**config.mk**
```make
export PLATFORM = sky130hd
export DESIGN_NAME = bp_update_queue
export DESIGN_NICKNAME = d
export VERILOG_FILES = /design/src/rtl/bp_pkg.sv /design/src/rtl/bp_fifo.sv /design/src/rtl/bp_update_queue.sv
export SDC_FILE = /design/constraint.sdc
export NUM_CORES = 1
export LEC_CHECK = 0
export CORE_MARGIN = 2
export CORE_UTILIZATION = 29
export DETAILED_ROUTE_END_ITERATION = 8
export GPL_TIMING_DRIVEN = 0
export PLACE_DENSITY_LB_ADDON = 0.12
export SYNTH_ARGS = -nofsm -noshare
export SYNTH_HDL_FRONTEND = slang
export SYNTH_SLANG_ARGS = --single-unit
```
**constraint.sdc**
```tcl
create_clock -name clock -period 7.1 [get_ports clock]
set_input_delay 0.71 -clock clock [delete_from_list [all_inputs] [get_ports clock]]
set_output_delay 0.71 -clock clock [all_outputs]
set_load 0.01 [all_outputs]
```
**src/rtl/bp_pkg.sv**
```systemverilog
// Shared branch-predictor types: 2-bit PHT counter encodings, the default
// PHT index width and the {index, pred} record passed from fetch to retire.
package bp_pkg;

  localparam int BP_LOG_INDEX = 10;

  typedef enum logic [1:0] {
    SNT = 2'b00,
    WNT = 2'b01,
    WT  = 2'b10,
    ST  = 2'b11
  } bp_ctr_e;

  typedef struct packed {
    logic [BP_LOG_INDEX-1:0] index;
    logic                    pred;
  } bp_entry_t;

  // Predicted direction of a 2-bit saturating counter is its MSB.
  function automatic logic bp_ctr_pred(input bp_ctr_e ctr);
    return ctr[1];
  endfunction

endpackage

```
**src/rtl/bp_fifo.sv**
```systemverilog
// Circular buffer with push, pop, flush and an occupancy count. The head
// entry is held in a register so the consumer sees it with no array read
// in its path; a push into the slot becoming head is bypassed into it.
module bp_fifo #(
  parameter int DEPTH     = 8,
  parameter int LOG_DEPTH = 3,
  parameter int WIDTH     = 11
) (
  input  logic                 clock,
  input  logic                 reset_n,
  input  logic                 i_push,
  input  logic [WIDTH-1:0]     i_push_data,
  input  logic                 i_pop,
  input  logic                 i_flush,
  output logic [WIDTH-1:0]     o_head_data,
  output logic [LOG_DEPTH:0]   o_count
);

  localparam logic [LOG_DEPTH-1:0] PTR_ONE  = 1;
  localparam logic [LOG_DEPTH:0]   CNT_ONE  = 1;
  localparam logic [LOG_DEPTH:0]   CNT_FULL = DEPTH[LOG_DEPTH:0];

  logic [WIDTH-1:0]     r_mem [DEPTH];
  logic [LOG_DEPTH-1:0] r_head;
  logic [LOG_DEPTH-1:0] r_tail;
  logic [LOG_DEPTH:0]   r_count;
  logic [WIDTH-1:0]     r_head_data;

  logic                 w_wr_en;
  logic                 w_rd_en;
  logic [LOG_DEPTH-1:0] w_head_nxt;
  logic [LOG_DEPTH-1:0] w_tail_nxt;
  logic [LOG_DEPTH:0]   w_count_nxt;
  logic [WIDTH-1:0]     w_head_data_nxt;

  // Pushes are refused when full or flushing; pops only when not empty.
  assign w_wr_en = i_push & ~i_flush & (r_count != CNT_FULL);
  assign w_rd_en = i_pop & (r_count != '0);

  // Next pointer, count and head-entry values.
  always_comb begin
    // NOTE: every signal gets a default first so no path leaves it unassigned (no latch).
    w_head_nxt  = r_head;
    w_tail_nxt  = r_tail;
    w_count_nxt = r_count;
    if (i_flush) begin
      w_head_nxt  = '0;
      w_tail_nxt  = '0;
      w_count_nxt = '0;
    end else begin
      if (w_wr_en) w_tail_nxt = r_tail + PTR_ONE;
      if (w_rd_en) w_head_nxt = r_head + PTR_ONE;
      case ({w_wr_en, w_rd_en})
        2'b10:   w_count_nxt = r_count + CNT_ONE;
        2'b01:   w_count_nxt = r_count - CNT_ONE;
        default: w_count_nxt = r_count;
      endcase
    end
    // The new head slot equals the old tail only when the queue is (becoming)
    // empty, so the entry being pushed there is the next head.
    if (w_wr_en && (r_tail == w_head_nxt)) w_head_data_nxt = i_push_data;
    else                                   w_head_data_nxt = r_mem[w_head_nxt];
  end

  // Entry storage written at the tail.
  // NOTE: the array is deliberately not reset; count decides validity, so stale slots are never consumed.
  always_ff @(posedge clock) begin
    if (w_wr_en) r_mem[r_tail] <= i_push_data;
  end

  // Pointer, count and head-entry registers.
  always_ff @(posedge clock or negedge reset_n) begin
    // NOTE: non-blocking assignments so every register samples pre-edge values.
    if (!reset_n) begin
      r_head      <= '0;
      r_tail      <= '0;
      r_count     <= '0;
      r_head_data <= '0;
    end else begin
      r_head      <= w_head_nxt;
      r_tail      <= w_tail_nxt;
      r_count     <= w_count_nxt;
      r_head_data <= w_head_data_nxt;
    end
  end

  assign o_head_data = r_head_data;
  assign o_count     = r_count;

endmodule

```
**src/rtl/bp_update_queue.sv**
```systemverilog
// Retire-side PHT update generator. Records {index, pred} for each fetched
// branch, pops them in order at retire and drives one registered PHT write
// per retired branch together with a mispredict pulse. Retiring with an
// empty queue sets a sticky underflow flag.
// Optional build macro BPUQ_STATS_EN adds 32-bit retired/mispredict counters.
// LOG_INDEX must equal bp_pkg::BP_LOG_INDEX, the width of the shared entry type.
module bp_update_queue
  import bp_pkg::*;
#(
  parameter int DEPTH     = 8,
  parameter int LOG_DEPTH = 3,
  parameter int LOG_INDEX = BP_LOG_INDEX
) (
  input  logic                 clock,
  input  logic                 reset_n,
  input  logic                 alloc_valid_i,
  input  logic [LOG_INDEX-1:0] alloc_index_i,
  input  logic                 alloc_pred_i,
  output logic                 alloc_ready_o,
  input  logic                 ret_valid_i,
  input  logic                 ret_brdir_i,
  input  logic                 flush_i,
  output logic [LOG_INDEX-1:0] pht_wt_index_o,
  output logic                 pht_brdir_we_o,
  output logic                 pht_brdir_o,
  output logic                 mispredict_o,
  output logic                 underflow_o,
  output logic [LOG_DEPTH:0]   count_o
`ifdef BPUQ_STATS_EN
  ,
  output logic [31:0]          stat_retired_o,
  output logic [31:0]          stat_mispred_o
`endif
);

  localparam logic [LOG_DEPTH:0] CNT_FULL = DEPTH[LOG_DEPTH:0];

  bp_entry_t            w_alloc_entry;
  bp_entry_t            w_head_entry;
  logic [LOG_DEPTH:0]   w_count;
  logic                 w_ready;
  logic                 w_push;
  logic                 w_pop;
  logic                 w_underflow_evt;
  logic                 w_mispredict;

  logic [LOG_INDEX-1:0] r_pht_index;
  logic                 r_pht_we;
  logic                 r_pht_brdir;
  logic                 r_mispredict;
  logic                 r_underflow;

  assign w_alloc_entry   = {alloc_index_i, alloc_pred_i};
  // No bypass when full, even if a retire frees a slot this cycle.
  assign w_ready         = (w_count != CNT_FULL);
  // An allocation in the flush cycle belongs to the discarded path.
  assign w_push          = alloc_valid_i & w_ready & ~flush_i;
  // A retire in the flush cycle is still a committed branch and is popped.
  assign w_pop           = ret_valid_i & (w_count != '0);
  assign w_underflow_evt = ret_valid_i & (w_count == '0);
  assign w_mispredict    = w_head_entry.pred ^ ret_brdir_i;

  bp_fifo #(
    .DEPTH     (DEPTH),
    .LOG_DEPTH (LOG_DEPTH),
    .WIDTH     ($bits(bp_entry_t))
  ) u_fifo (
    .clock       (clock),
    .reset_n     (reset_n),
    .i_push      (w_push),
    .i_push_data (w_alloc_entry),
    .i_pop       (w_pop),
    .i_flush     (flush_i),
    .o_head_data (w_head_entry),
    .o_count     (w_count)
  );

  // PHT update register, mispredict pulse and sticky underflow.
  always_ff @(posedge clock or negedge reset_n) begin
    if (!reset_n) begin
      r_pht_index  <= '0;
      r_pht_we     <= 1'b0;
      r_pht_brdir  <= 1'b0;
      r_mispredict <= 1'b0;
      r_underflow  <= 1'b0;
    end else begin
      r_pht_we     <= w_pop;
      r_mispredict <= w_pop & w_mispredict;
      if (w_pop) begin
        r_pht_index <= w_head_entry.index;
        r_pht_brdir <= ret_brdir_i;
      end
      if (w_underflow_evt) r_underflow <= 1'b1;
    end
  end

`ifdef BPUQ_STATS_EN
  logic [31:0] r_stat_retired;
  logic [31:0] r_stat_mispred;

  // Free-running retire and mispredict counters; flush does not touch them.
  always_ff @(posedge clock or negedge reset_n) begin
    if (!reset_n) begin
      r_stat_retired <= '0;
      r_stat_mispred <= '0;
    end else begin
      if (w_pop)                r_stat_retired <= r_stat_retired + 32'd1;
      if (w_pop & w_mispredict) r_stat_mispred <= r_stat_mispred + 32'd1;
    end
  end

  assign stat_retired_o = r_stat_retired;
  assign stat_mispred_o = r_stat_mispred;
`endif

  assign alloc_ready_o  = w_ready;
  assign count_o        = w_count;
  assign pht_wt_index_o = r_pht_index;
  assign pht_brdir_we_o = r_pht_we;
  assign pht_brdir_o    = r_pht_brdir;
  assign mispredict_o   = r_mispredict;
  assign underflow_o    = r_underflow;

endmodule

```
==> results list, run 1 <==
- The flow ran to the end, and the final reports show no timing, DRC or antenna violations.
- Dividing the synthesized area by the synthesized cell count gives between 10 and 15 sq um.
* Worst supply voltage drop on vdd: 0.1747 mV
- The total overflow left after global routing is 0.
- The congestion estimate from routability-driven global placement came to 0.8637.
- The placed instances occupy a cell area of 0.006361 sq mm.
* Final hold violation count: 0
- On the final layout, the worst hold slack is 360.6 ps.
- In this run the count of I/O pins placed on the die edge is 36.
- Final standard cell utilization of the core: 0.3618
* Share of cells above drive strength 1: 0.1099
- The repair_antennas step left the layout with diodes totalling 0.
* Detailed Place HPWL: about 11000 um
- Post-CTS timing repair inserted 0 buffers for setup.
- After synthesis, the netlist uses 50 different library cells.
* Worst Path Max Fanout: 10
- Amount of wire on met3 after detailed routing: 1045 um
- Before CTS, the worst setup slack after placement is 3451 ps.
- Mapped Cells: 477
* Finish-stage setup viols: 0
- edfxtp_1 is the most common cell in the netlist.
* Number of maximum-capacitance constraint violations: 0
- Vias after detailed routing: ~4200
- After clock tree synthesis, the clock-pin slew on the worst setup and hold paths is 60 ps.
- Clock insertion delay at the later pin of the skew report: 420 ps
* Data required time at the worst endpoint: 7350 ps
- R2R Path End: u_fifo.o_head_data[8]
- DRC viols: 0
- The die covers 0.02062 sq mm.
- Startpoint of the most critical setup path: u_fifo.o_count[1]
- In the post-route analysis, the smallest setup slack over all paths is 3836 ps.
- In this run the cell area of the synthesized design comes to ~0.0057 sq mm.
* Count of H-tree levels built during CTS: 4
- Die H: around 140 um
* Worst Setup Path Type: reg2reg
* Starting utilization of the core area: 0.2933
* Row count: 51
* Wire length of the first global-routing pass: ~26000 um
* Total negative slack: 0 ps
- The smallest clock period supported by the final layout is computed as between 3000 and 4000 ps.
* Met1 wire length: 7524 um
- Wire segments on met2 add up to just under 8000 um in the final route.
* Placeable core region: 0.01927 sq mm
- Number of sinks driven by the clock tree: ~120
- Drt first-iter violations: between 300 and 400
- Fraction of synthesized cell area taken by the top area cell type: 0.4676
- The Yosys step of the flow raised 0 warnings.
* Final ANT Viol Nets: 0
- Layout overhead on the synthesized area: 23.36%
* Worst slew pin tran: 1359 ps
* Power density normalized to cell area: 413.8 mW/mm^2
- The worst hold path belongs to the class in2async.
- Depth of the worst register-to-register path: 9
- Yosys mapped a number of flops with a built-in enable equal to 88.
- Worst setup endpoint: u_fifo.o_head_data[8]
- Async SR Flop Fraction: 0.2846
- Resized cells post-CTS: 0
* CTS tree: yes
* Reg2Reg Launch Point: u_fifo.o_count[1]
- Worst path arrival time: 3510 ps
- Relative slew margins: 0.09058
- Clock Tree Buf Depth: 2
- Summed over all instances, the cell type with the most area after synthesis is edfxtp_1.
- Flip-flop cell with the highest count after synthesis: edfxtp_1
- Port Buffers: 35
- Post-layout nets: around 550
* Total track usage: 0.1747
* Cts bufs inserted: 17
- Pre-antenna DRT Iters: 4
- Final wirelength: 16750 um
- The floorplan step set the die width to 143.6 um.
* Sequential cell area fraction in the yosys report: 0.6225
- Via count of the first global-routing pass: approximately 4400
- Buffer type at the clock tree root: clkbuf_16
- The worst setup path is captured at a register.
- With fillers left out, the area of the finished cells amounts to 0.006972 sq mm.
- In the final routed layout, each cell accounts on average for 20.65 um.
* Leak Pwr: 0.002440 uW
- The setup check on the worst reg-to-reg path leaves a slack of 3840 ps.
* Uppermost layer routed: met4
- Most common library cells after synthesis: edfxtp_1 (88), nand2_1 (52), nor2_1 (36)
- Across the routed clock network, the largest skew measured is 8.576 ps.
- Startpoint Class: register
- Max Slew Vio Count: 0
- Average via count per standard cell: about 5.2
- Pin count of the biggest net entering global routing: 36
* CTS Hold Buffers Added: 0
- Setup repair after global routing left no endpoint under its margin.
- Number of flip-flops and latches in the synthesized netlist: 123
* Net count of the mapped netlist: about 500
- Share of the clock period used by the worst path after layout: 0.4597
* Most area-consuming cells after synthesis: edfxtp_1 (47%), dfrtp_1 (15%), nand2_1 (3.5%)
- Static timing analysis puts the maximum clock frequency at 0.3064 GHz.
- The initial antenna violation count was 0.
-- worst max-delay path: stages (launching register included) --
cell and delay (ps):
dfrtp_1 370, buf_2 190, o41ai_4 510, inv_2 180, xnor2_2 370, mux2_1 380, nor4_2 460, buf_2 360
nand2_1 90, o31ai_1 180
-- cells in the final DEF, fill, tap and decap left out, types with 3 or more instances in the layout --
master and instances:
a211oi_1 14, a21o_1 12, a21oi_1 23, a221oi_1 10
a22oi_1 10, a31oi_1 13, buf_1 4, buf_2 12
buf_6 4, clkbuf_1 21, clkbuf_16 19, clkdlybuf4s50_1 34
clkinv_4 3, dfrtp_1 35, edfxtp_1 88, ha_1 4
inv_1 7, inv_4 3, nand2_1 52, nand2b_1 14
nand3_1 6, nor2_1 36, nor2b_1 12, nor3_1 23
nor4_1 3, o21a_1 3, o21ai_0 12, o311a_1 10
o31ai_1 10, o32ai_1 11, xnor2_1 4, xor2_1 3
-- area by class of cell --
cell class,count,area [sq um]
clock inverter,12,131.4
sequential,123,3518
multi-input combinational,309,1946
buffer,37,167.7
clock buffer,20,479.2
fill,1897,12300
tap,265,331.6
inverter,8,30.03
timing repair buffer,37,367.9
-- per-stage QoR --
stage,power [uW],std cells
floorplan,1593,477
global placement,1990,777
detailed placement,2006,779
finish,2885,811
CTS,2895,811
global route,3050,811
-- state kept, by name (all words and copies together) (netlist names), 3 cells and up --
name and flops:
u_fifo.o_head_data 11, u_fifo.r_mem 88, u_fifo.r_tail 3, u_fifo.o_count 4, u_fifo.r_head 3, pht_wt_index_o 10
-- how the worst min path moves through the flow --
stage,slack (ps),startpoint,end,cells after the start
2_1_floorplan,410,reset_n,mispredict_o,0
3_3_place_gp,430,u_fifo.o_head_data[5],pht_wt_index_o[4],2
3_5_place_dp,420,u_fifo.o_head_data[10],pht_wt_index_o[9],2
4_1_cts,390,reset_n,underflow_o,1
5_1_grt,430,reset_n,underflow_o,1
6_report,360,reset_n,underflow_o,1
-- kinds of logic (layout without fill, tap and decap cells) --
family / count (synthesis) / after routing / share of synthesized area
flip-flops: 123 / 123 / 0.6225
XOR/XNOR: 8 / 8 / 0.01373
AO/OA/AOI/OAI: 139 / 139 / 0.1844
AND/OR/NAND/NOR: 154 / 154 / 0.1275
buffers and inverters: 45 / 114 / 0.03498
adder cells (fa/ha/maj): 4 / 4 / 0.008856
multiplexers: 4 / 4 / 0.007969
-- power breakdown --
group / switching, uW / internal (uW)
sequential: 53.2 / 878
combinational: 677 / 390
clock: 328 / 560
total: 1060 / 1830
-- per-layer routing --
layer,up-vias,track usage
met5,-,0
met4,0,0.08101
met3,33,0.04365
met2,147,0.2742
met1,2076,0.2273
li1,1931,-
(Power assumes the default switching activity.)
==> run 2, diff against run 1 <==
==> constraint.sdc (replaced) <==
create_clock -name clock -period 2.6 [get_ports clock]
set_input_delay 0.26 -clock clock [delete_from_list [all_inputs] [get_ports clock]]
set_output_delay 0.26 -clock clock [all_outputs]
set_load 0.01 [all_outputs]
==> results list, run 2 (synthesis results as in run 1) <==
- The detailed-route wire length was 17140 um (+2.3%).
- The fraction of final layout cells sized beyond drive strength 1 came to 0.1957 (+0.08580).
* Detailed Place HPWL: 11120 um (unchanged)
- The remaining routing DRC violations was 0 (unchanged).
- Run status: complete, no violations
- Layout Skew: 6.556 ps (-2.020 ps)
- The highest fanout seen on the critical path was 10 (unchanged).
* Placeable core region: 0.01927 sq mm (unchanged)
- Multi-input gate area in the final layout: 0.002147 sq mm (+10%)
- Power density normalized to cell area: 1140 mW/mm^2 (+180%)
* Die ar.: 0.02062 sq mm (unchanged)
- Max Slew Vio Count: 0 (unchanged)
* Worst slew pin tran: 855.7 ps (-503.4 ps)
- Count of H-tree levels built during CTS: 4 (unchanged)
- Initial antenna violation count: 0 (unchanged)
* Most frequent standard cell in the layout excluding fill and tap cells: edfxtp_1
* Pin count of the biggest net entering global routing: 36 (unchanged)
- u_fifo.r_mem holds more flip-flops than any other register.
* Startpoint Class: register
* Clock insertion delay at the later pin of the skew report: 420 ps (about the same)
- The final antenna-violating net count is 0 (unchanged).
* Total track usage: 0.1771 (+0.002435)
- The number of clock sinks was 123 (unchanged).
* Port Buffers: 35 (unchanged)
* Hold Worst Slack: 423.8 ps (+63.20 ps)
- The initial cell density of the core is 0.2933 (unchanged).
- Finish-stage setup viols: 0 (unchanged)
- Cts bufs inserted: 17 (unchanged)
- The routability-driven placement congestion ratio came to 0.8637 (unchanged).
- Data required time at the worst endpoint: 2880 ps (-4470 ps)
- The startpoint identified for the worst hold timing path is ret_brdir_i.
* Unrepaired setup endpoints after global routing: yes
- The die width came to 143.6 um (unchanged).
- Via count of the first global-routing pass: 4498 (+1.5%)
* CTS tree: yes
- The area used by sequential logic in the layout is 0.003520 sq mm (about the same).
- The root buffer cell chosen for the clock tree is clkbuf_16.
- The total I/O pin count is 36 (unchanged).
- Relative to the synthesized area, the layout overhead comes to 29.31%.
* Final hold violation count: 0 (unchanged)
* Worst Setup Path Type: reg2reg
- The final critical-path required period came to 2583 ps (-680.9 ps).
- The largest buffer count on any clock path was 2 (unchanged).
- Die H: 143.6 um (unchanged)
- Drt first-iter violations: 348 (+6.7%)
- Leading cell types in the layout, fill and taps excluded: edfxtp_1 (88), nand2_1 (52), clkdlybuf4s50_1 (34), dfrtp_1 (34), nor2_1 (29)
- The overall via count from detail_route is 4259 (+1.7%).
- The number of filler cells placed in the layout is 1870 (-1.4%).
- Wire length of the first global-routing pass: 26450 um (+1.3%)
* Number of placed cells counting well taps: 779 (unchanged)
- The final worst-path cycle share was 0.9934 (+0.5337).
* Relative slew margins: 0.4289 (+0.3383)
- Row count: 51 (unchanged)
- The number of max-cap violations is 0 (unchanged).
- The number of cells in the finished layout apart from fillers is 822 (+1.4%).
- The data arrival time of the critical path was 2860 ps (-650 ps).
- Flip-flop count of the largest register, all copies and words added: 88 (unchanged)
* Reg2Reg Launch Point: u_fifo.o_count[2]
* Post-layout nets: 565 (+2.0%)
- Kind of end point of the critical path: register
- The antenna cell count is 0 (unchanged).
- Leak Pwr: 0.002574 uW (+5.5%)
- The final routed wire length divided by cell count came to 20.85 um (+0.95%).
- The tightest min-delay check is of the in2reg type.
- The number of vias per cell came to 5.181 (+0.36%).
* Remaining Overflow, GRT: 0 (unchanged)
* Worst supply voltage drop on vdd: 0.4836 mV (+180%)
- Startpoint of the most critical setup path: u_fifo.o_count[2]
* Pre-antenna DRT Iters: 5 (+1)
* CTS clock-pin slew for the worst setup and hold paths: 60 ps (about the same)
* Max Freq: 0.3872 GHz (+26%)
run 2: path summary, 6_finish.rpt:
kind,endpoint,slack (ps),cells past startpoint
worst max-delay path,u_fifo.o_head_data[8],20,8
worst min register to register,pht_wt_index_o[9],440,2
max in group asynchronous,u_fifo.o_count[0],1620,2
worst min-delay path,pht_brdir_o,420,3
min in group asynchronous,underflow_o,450,2
worst max register to register,u_fifo.o_head_data[8],20,8
run 2: area by class of cell:
type,count,area share
Buffer,37,0.02910
Multi-Input combinational cell,309,0.2938
Clock inverter,12,0.01798
Timing Repair Buffer,48,0.06215
Clock buffer,20,0.06557
Inverter,8,0.004451
Tap cell,265,0.04537
Sequential cell,123,0.4816
run 2: worst max-delay path, stage by stage (launching register included):
cell and delay, ps:
dfrtp_1 480, o41ai_4 340, buf_4 190, buf_4 120
nand2_1 90, o22ai_4 400, a21oi_1 130, o311a_1 310
o31ai_2 380
run 2: through the flow:
stage                       util  setup slack [ps]  setup TNS [ps]  area, sq um  total power (uW)
after CTS                 0.3729            -2.292          -2.292         7186              8172
after global routing      0.3792            -91.68          -245.4         7308              8778
after global placement    0.3287            -708.6          -35050         6334              5433
after floorplan                -             61.42               0         5652              4351
after detailed placement  0.3301            -618.8          -19760         6361              5478
final                     0.3792             17.15               0         7308              8333
run 2: report_power, final:
group,total [uW],internal (uW),switching [uW]
logic,3370,1340,2030
clock network,2420,1530,892
registers,2540,2400,145
run 2: timing repair:
action                                 4_1_cts  5_1_grt
buffers inserted                             3        6
gates resized for setup                     44       19
cloned                                       1        0
setup endpoints to repair                   24       67
hold buffers                                 1        0
endpoints found under the hold margin       35        0
pin swaps                                    4        1
run 2: per-layer routing:
layer / wire, um / up-vias / global-route usage
met5: 0 / - / 0
met4: 335 / 0 / 0.07276
met3: 907 / 21 / 0.03732
met2: 8258 / 141 / 0.2865
met1: 7637 / 2141 / 0.2316
li1: - / 1956 / -
